[src/rtl/branch_ctrl_pkg.sv]
// Shared pipeline definitions for branch resolution.
// Holds the comparator branch-type codes, the redirect FSM state enum and
// the taken-decision helper. The comparator and branch_ctrl both import it.
package branch_ctrl_pkg;

  typedef logic [2:0] br_type_t;

  localparam br_type_t BR_EQ      = 3'b000;
  localparam br_type_t BR_NE      = 3'b001;
  localparam br_type_t BR_LT      = 3'b010;
  localparam br_type_t BR_GE      = 3'b011;
  localparam br_type_t BR_LTU     = 3'b100;
  localparam br_type_t BR_GEU     = 3'b101;
  localparam br_type_t BR_ILLEGAL = 3'b110;
  localparam br_type_t BR_UNCOND  = 3'b111;

  typedef enum logic {
    ST_IDLE     = 1'b0,
    ST_REDIRECT = 1'b1
  } br_state_e;

  // Unconditional jumps always redirect; an illegal code never does,
  // whatever the comparator reports.
  function automatic logic br_is_taken(input br_type_t t, input logic taken);
    return (t == BR_UNCOND) || (taken && (t != BR_ILLEGAL));
  endfunction

endpackage

[src/rtl/branch_ctrl_if.sv]
// Execute/fetch <-> branch controller bundle.
//   master : execute stage + fetch (drives ex_*, br_*, stall; sees redirect)
//   slave  : branch_ctrl (drives redirect, flushes, statistics)
// Signals:
//   ex_valid, ex_is_br, br_type, br_taken, br_target, stall  (to controller)
//   pc_sel, pc_redirect, flush_if, flush_de                  (redirect)
//   br_cnt, taken_cnt, br_illegal                            (statistics)
interface branch_ctrl_if
  import branch_ctrl_pkg::*;
#(
  parameter int XLEN  = 32,
  parameter int CNT_W = 16
);
  logic             ex_valid;
  logic             ex_is_br;
  br_type_t         br_type;
  logic             br_taken;
  logic [XLEN-1:0]  br_target;
  logic             stall;

  logic             pc_sel;
  logic [XLEN-1:0]  pc_redirect;
  logic             flush_if;
  logic             flush_de;
  logic [CNT_W-1:0] br_cnt;
  logic [CNT_W-1:0] taken_cnt;
  logic             br_illegal;

  modport master (
    output ex_valid, ex_is_br, br_type, br_taken, br_target, stall,
    input  pc_sel, pc_redirect, flush_if, flush_de,
           br_cnt, taken_cnt, br_illegal
  );

  modport slave (
    input  ex_valid, ex_is_br, br_type, br_taken, br_target, stall,
    output pc_sel, pc_redirect, flush_if, flush_de,
           br_cnt, taken_cnt, br_illegal
  );
endinterface

[src/rtl/branch_ctrl_counter.sv]
// Generic wrapping event counter.
//   clk, rst : clock, synchronous active-high clear
//   inc      : count one event this cycle
//   cnt      : current count, wraps modulo 2^W
module branch_ctrl_counter #(
  parameter int W = 16
) (
  input  logic         clk,
  input  logic         rst,
  input  logic         inc,
  output logic [W-1:0] cnt
);
  always_ff @(posedge clk) begin
    if (rst)      cnt <= '0;
    else if (inc) cnt <= cnt + W'(1);
  end
endmodule

[src/rtl/branch_ctrl.sv]
// Branch redirect controller, static not-taken prediction.
// A taken resolution latches the target and enters REDIRECT, which drives
// pc_sel/flush_if/flush_de until fetch accepts the new PC (stall low).
// Instructions seen during REDIRECT are wrong-path and ignored.
//   clk, rst : clock, synchronous active-high reset
//   bus      : branch_ctrl_if slave (inputs from execute/fetch, redirect
//              outputs, resolved/taken counters, sticky illegal flag)
module branch_ctrl
  import branch_ctrl_pkg::*;
#(
  parameter int XLEN  = 32,
  parameter int CNT_W = 16
) (
  input  logic          clk,
  input  logic          rst,
  branch_ctrl_if.slave  bus
);

  br_state_e       state_q, state_d;
  logic            resolve;
  logic            take;
  logic            redir_q;
  logic            illegal_q;
  logic [XLEN-1:0] target_q;

  always_comb begin
    state_d = state_q;
    resolve = 1'b0;
    take    = 1'b0;
    case (state_q)
      ST_IDLE: begin
        resolve = bus.ex_valid && bus.ex_is_br;
        take    = resolve && br_is_taken(bus.br_type, bus.br_taken);
        if (take) state_d = ST_REDIRECT;
      end
      ST_REDIRECT: begin
        if (!bus.stall) state_d = ST_IDLE;
      end
      default: state_d = ST_IDLE;
    endcase
  end

  // Redirect outputs come from their own flop, loaded with the next-state
  // decode, so they are registered and line up with the state register.
  always_ff @(posedge clk) begin
    if (rst) begin
      state_q   <= ST_IDLE;
      redir_q   <= 1'b0;
      illegal_q <= 1'b0;
      target_q  <= '0;
    end else begin
      state_q <= state_d;
      redir_q <= (state_d == ST_REDIRECT);
      if (take) target_q <= bus.br_target;
      if (resolve && (bus.br_type == BR_ILLEGAL)) illegal_q <= 1'b1;
    end
  end

  branch_ctrl_counter #(.W(CNT_W)) u_br_cnt (
    .clk (clk),
    .rst (rst),
    .inc (resolve),
    .cnt (bus.br_cnt)
  );

  branch_ctrl_counter #(.W(CNT_W)) u_taken_cnt (
    .clk (clk),
    .rst (rst),
    .inc (take),
    .cnt (bus.taken_cnt)
  );

  assign bus.pc_sel      = redir_q;
  assign bus.flush_if    = redir_q;
  assign bus.flush_de    = redir_q;
  assign bus.pc_redirect = target_q;
  assign bus.br_illegal  = illegal_q;

endmodule

[src/flat_wrapper.sv]
// flat-port wrapper written by rule: the top's interface ports become plain ports
module branch_ctrl_flat import branch_ctrl_pkg::*;
#(
  parameter int XLEN  = 32,
  parameter int CNT_W = 16
)
  (clk, rst, bus_ex_valid, bus_ex_is_br, bus_br_type, bus_br_taken, bus_br_target, bus_stall, bus_pc_sel, bus_pc_redirect, bus_flush_if, bus_flush_de, bus_br_cnt, bus_taken_cnt, bus_br_illegal);
  branch_ctrl_if #(.XLEN(XLEN), .CNT_W(CNT_W)) bus_i ();
  input  logic clk;
  input  logic rst;
  input wire logic [$bits(bus_i.ex_valid)-1:0] bus_ex_valid;
  input wire logic [$bits(bus_i.ex_is_br)-1:0] bus_ex_is_br;
  input wire logic [$bits(bus_i.br_type)-1:0] bus_br_type;
  input wire logic [$bits(bus_i.br_taken)-1:0] bus_br_taken;
  input wire logic [$bits(bus_i.br_target)-1:0] bus_br_target;
  input wire logic [$bits(bus_i.stall)-1:0] bus_stall;
  output wire logic [$bits(bus_i.pc_sel)-1:0] bus_pc_sel;
  output wire logic [$bits(bus_i.pc_redirect)-1:0] bus_pc_redirect;
  output wire logic [$bits(bus_i.flush_if)-1:0] bus_flush_if;
  output wire logic [$bits(bus_i.flush_de)-1:0] bus_flush_de;
  output wire logic [$bits(bus_i.br_cnt)-1:0] bus_br_cnt;
  output wire logic [$bits(bus_i.taken_cnt)-1:0] bus_taken_cnt;
  output wire logic [$bits(bus_i.br_illegal)-1:0] bus_br_illegal;
  assign bus_i.ex_valid = bus_ex_valid;
  assign bus_i.ex_is_br = bus_ex_is_br;
  assign bus_i.br_type = bus_br_type;
  assign bus_i.br_taken = bus_br_taken;
  assign bus_i.br_target = bus_br_target;
  assign bus_i.stall = bus_stall;
  assign bus_pc_sel = bus_i.pc_sel;
  assign bus_pc_redirect = bus_i.pc_redirect;
  assign bus_flush_if = bus_i.flush_if;
  assign bus_flush_de = bus_i.flush_de;
  assign bus_br_cnt = bus_i.br_cnt;
  assign bus_taken_cnt = bus_i.taken_cnt;
  assign bus_br_illegal = bus_i.br_illegal;
  branch_ctrl #(.XLEN(XLEN), .CNT_W(CNT_W)) u_core (.clk(clk), .rst(rst), .bus(bus_i));
endmodule
[config.mk]
export PLATFORM = sky130hd
export DESIGN_NAME = branch_ctrl_flat
export DESIGN_NICKNAME = d
export VERILOG_FILES = /design/src/rtl/branch_ctrl_pkg.sv /design/src/rtl/branch_ctrl_if.sv /design/src/rtl/branch_ctrl_counter.sv /design/src/rtl/branch_ctrl.sv /design/src/flat_wrapper.sv
export SDC_FILE = /design/constraint.sdc
export NUM_CORES = 1
export LEC_CHECK = 0
export CAP_MARGIN = 10
export CORE_MARGIN = 2
export CORE_UTILIZATION = 40
export DETAILED_ROUTE_END_ITERATION = 16
export PLACE_DENSITY = 0.75
export SYNTH_ARGS = -nofsm -noshare
export SYNTH_HDL_FRONTEND = slang
export SYNTH_SLANG_ARGS = --single-unit
[constraint.sdc]
create_clock -name clk -period 2.1 [get_ports clk]
set_input_delay 0.21 -clock clk [delete_from_list [all_inputs] [get_ports clk]]
set_output_delay 0.21 -clock clk [all_outputs]
set_load 0.01 [all_outputs]
; After elaboration in Yosys (flattened, before gate mapping)
; Cells that the tools add are included.
[op_classes]
eq_ne = 3
add_sub_neg = 2
bitwise_logic = 1
n_reduce_logical = 5
mux = 5
[ops]
columns = cell, n
row1 = adder 16 x 1 -> 16 bit (second input constant), 2
row2 = equality test 3 bit (second input constant), 2
row3 = logical AND 1 bit, 4
row4 = two-way mux 1 bit, 4
row5 = inequality test 3 bit (second input constant), 1
row6 = one-hot mux 1 bit (2 select lines), 1
row7 = logical OR 1 bit, 1
row8 = NOT 1 bit, 1
[totals]
in_bits = 41
elab_cells = 21
out_inout_bits = 68
register_bits = 66

; Logic depth before layout (Yosys ltp)
[logic_depth]
depth_word = 6
mapped_depth = 6
mapped_depth_nobuf = 5

; By module
; Synthesis repeated with hierarchy kept, for this count alone.
[unflattened]
hier_cells = 318
area_unflattened_um2 = 3084.2
[by_module_without_submodules]
columns = module, seq_area_each_um2, area_each_um2, cells_per_inst, instances
row1 = branch_ctrl, 680.7, 1570.3, 152, 1
row2 = branch_ctrl_counter, 320.3, 757.0, 83, 2

; Worst setup path after synthesis
; OpenSTA, ideal clock, no wires.
[synth_timing]
path_kind = reg2reg
startpoint = register u_core.state_q
endpoint = register u_core.u_taken_cnt.cnt[15]
period_less_slack_ps = 1628
setup_ps = 121
stages_incl_launch_ff = 6
setup_slack_ps = 472
path_buffers = 1
required_time_ps = 1979
arrival_time_ps = 1507
cell_sequence = dfxtp_1 and3b_2 o21ai_2 buf_2 nor4_1 mux2_2
[synth_via]
elab_chain_len = 1
[synth_rtl]
columns = item, line_no
row1 = from (decl), branch_ctrl.sv:19  ; br_state_e state_q, state_d;
row2 = from (signal assigned), branch_ctrl.sv:52  ; state_q <= state_d;
row3 = two-way mux 1 bit, branch_ctrl.sv:30  ; case (state_q)
row4 = to (signal assigned), branch_ctrl_counter.sv:15  ; else if (inc) cnt <= cnt + W'(1);
row5 = to (decl), branch_ctrl_counter.sv:11  ; output logic [W-1:0] cnt
; No other way between the ends.
; A chain may end at the register's enable or synchronous reset.

; Final worst setup path
[layout_timing]
startpoint = register u_core.u_taken_cnt.cnt[6]
endpoint = output bus_taken_cnt[6]
[layout_rtl]
columns = item, line_no
row1 = to (decl), flat_wrapper.sv:22  ; output wire logic [$bits(bus_i.taken_cnt)-1:0] bus_taken_cnt;
; No word-level cell between the ends.

==> impl_metrics.tcl <==
set metrics [dict create \
    reg2reg_from "u_core.state_q" \
    synth_fp_nets 368 \
    grt_first_pass_wirelength_mm 11.2 \
    holdWs_ps 391 \
    period_share 0.799 \
    criticalPathCategory "reg -> out" \
    final_nets 472 \
    synth_top_family_by_area "simple AND/OR/NAND/NOR gates" \
    cp.required_ps 1890 \
    fp.dieH_um 86.9 \
    setup.worst_path.start_class "flop" \
    numCtsBuffers 9 \
    diodes 0 \
    synth_cells 325 \
    pre_cts_ws_ps 132 \
    firstDrtPassIters 5 \
    synthMuxAreaShare 0.0118 \
    yosys_warnings 0 \
    post_cts_resize_count 0 \
    min_from "rst" \
    total_power_w 0.00259 \
    max-slew-margin-rel 0.587 \
    drc_errors 0 \
    postCtsSetupBuffers 0 \
    worst_path_max_delay_cell "clkdlybuf4s50_1" \
    critPathBufInv 1 \
    critPathMaxFanout 9 \
    clock_sinks 66 \
    drt-total-wl_mm 7.04 \
    hold_viol 0 \
    max_cap_viol_count 0 \
    fin_setup_tns_ps 0 \
    avgSynthCellArea_um2 8.45 \
    critical_path.max_stage_delay_ps 610 \
    vias 2671 \
    wl_per_cell_um 13.7 \
    synth-edff-count 0 \
    grt_pass1_vias 2414 \
    synthSimpleGateAreaFrac 0.259 \
    cp-startpoint "u_core.u_taken_cnt.cnt[6]" \
    synth_seq_cells 66 \
    pin_count 109 \
    multi_input_area_mm2 0.00130 \
    htree_levels 3 \
    grt_max_degree 38 \
    arrival_ps 1470 \
    crit_chain "clkdlybuf4s50_1" \
    async_flop_share 0 \
    via_per_inst 5.20 \
    ys.flop_type "dfxtp_1" \
    start_util 0.409 \
    setup_viol 0 \
    ys_types 44 \
    antenna_found_initial 0 \
    cts_tree "built" \
    clk_path_buf_depth 2 \
    cts-root-buf "clkbuf_8" \
    ctsHoldBuffers 0 \
    gr-total-overflow 0 \
    die_width_um 86.9 \
    min_period_ps 1680 \
    core_mm2 0.00672 \
    ir_drop_mv 0.431 \
    drt-initial-drc-count 93 \
    tightest_slew_ps 619 \
    hold_class "in -> reg" \
    placement.io_buffers 108 \
    dp_hpwl_mm 4.92 \
    layout-area-overhead-vs-synth_pct 48.7 \
    p_per_area_mw_per_mm2 633 \
    globalplace.congestion 0.778 \
    fin_ws_ps 422 \
    fill_cells 600 \
    clkTransAtPathRegs_ps 70 \
    crit_family "buffers and inverters" \
    drive_gt1_frac 0.0876 \
    synthAdderAreaFrac 0.00911 \
    fmax_mhz 596 \
    status "completed" \
    seq_area_frac_synth 0.481 \
    postLayoutCoreUtil 0.608 \
    clock_latency_ps 350 \
    dieArea_mm2 0.00754 \
    ant_nets 0 \
    fin_worst_skew_ps 9.22 \
    placementRows 30 \
    drv_slew 0 \
    syn_area_mm2 0.00275 \
    p_leak_nw 1.39 \
    synthXorXnorAreaFrac 0.0415 \
    regArea_mm2 0.00132 \
    grt_use_total 0.186 \
    rsz0062_at_grt "false" \
    end_kind "output port" \
    synth_compound_area_frac 0.150 \
]
layout by cell type (no fill, tap or decap), drive strengths merged, types with 2 or more instances in the layout:
cell	n
xor2	10
o31ai	3
clkbuf	9
inv	4
buf	8
nand2	74
clkinvlp	4
or4	3
nand3	11
o21ai	9
nor2	18
nor2b	2
xnor2	3
clkdlybuf4s50	107
or3	7
mux2	2
clkinv	2
ha	2
o41ai	2
a21oi	50
a31o	2
and2	5
and3	5
dfxtp	66
nand4	9
and4	3
per-stage QoR:
stage	cell area, µm²	instances
after floorplan	2750	325
final	4090	514
after CTS	4090	514
after global placement	3890	498
after global routing	4090	514
after detailed placement	3890	498
final cells by class:
cell class,instances,area share
Inverter,4,0.00368
Tap cell,80,0.0245
Multi-Input combinational cell,233,0.319
Clock buffer,9,0.0303
Timing Repair Buffer,115,0.282
Sequential cell,66,0.323
Clock inverter,7,0.0172
metal layers:
metal | up-vias | share of wire | GRT usage
li1 | 1325 | - | -
met1 | 1244 | 0.42 | 0.222
met2 | 93 | 0.50 | 0.312
met3 | 9 | 0.065 | 0.0578
met4 | 0 | 0.013 | 0.0710
met5 | - | 0 | 0
kinds of logic after synthesis:
logic type / count (synthesis)
buffers and inverters: 26
DFF: 66
muxes: 3
adders and majority gates: 2
and+or+nand+nor: 144
AOI/OAI and AO/OA: 71
xor gates and xnor gates: 13
state kept, by name (all words and copies together), names as in the netlist:
signal,cells
u_core.bus.br_illegal,1
u_core.bus.pc_redirect,32
u_core.state_q,1
u_core.u_br_cnt.cnt,16
u_core.u_taken_cnt.cnt,16
synthesized netlist by cell type, types with 2 or more instances:
cell type  number  area share
nor2b_1         2      0.0046
and4_1          2      0.0064
a21oi_1        50       0.091
mux2_2          2      0.0082
nor2_1         18       0.025
inv_1           4      0.0055
and3_1          3      0.0068
nand2_1        73        0.10
nand4_1         9       0.020
a31o_2          2      0.0064
or4_1           3      0.0082
and2_1          5       0.011
buf_2          12       0.022
dfxtp_1        66        0.48
o41ai_1         2      0.0064
ha_1            2      0.0091
clkbuf_1        7      0.0096
o31ai_1         3      0.0082
xor2_1         10       0.032
o21ai_0         8       0.015
nand3_1        10       0.018
or3_1           7       0.016
xnor2_1         3      0.0096
buf_4           2      0.0055
where the power goes:
group          internal (W)  switching [W]  total, W
Combinational      0.000146       0.000108  0.000254
Sequential          0.00128      0.0000155   0.00129
Clock              0.000543       0.000497   0.00104
Total               0.00197       0.000620   0.00259
final timing paths:
check / to / slack, ps / depth (start not counted)
worst min-delay path: u_core.u_taken_cnt.cnt[14] / 390 / 2
worst max-delay path: bus_taken_cnt[6] / 420 / 1
worst max register to register: u_core.u_taken_cnt.cnt[4] / 440 / 5
worst min register to register: u_core.bus.pc_redirect[24] / 450 / 2
(Power assumes the default switching activity.)
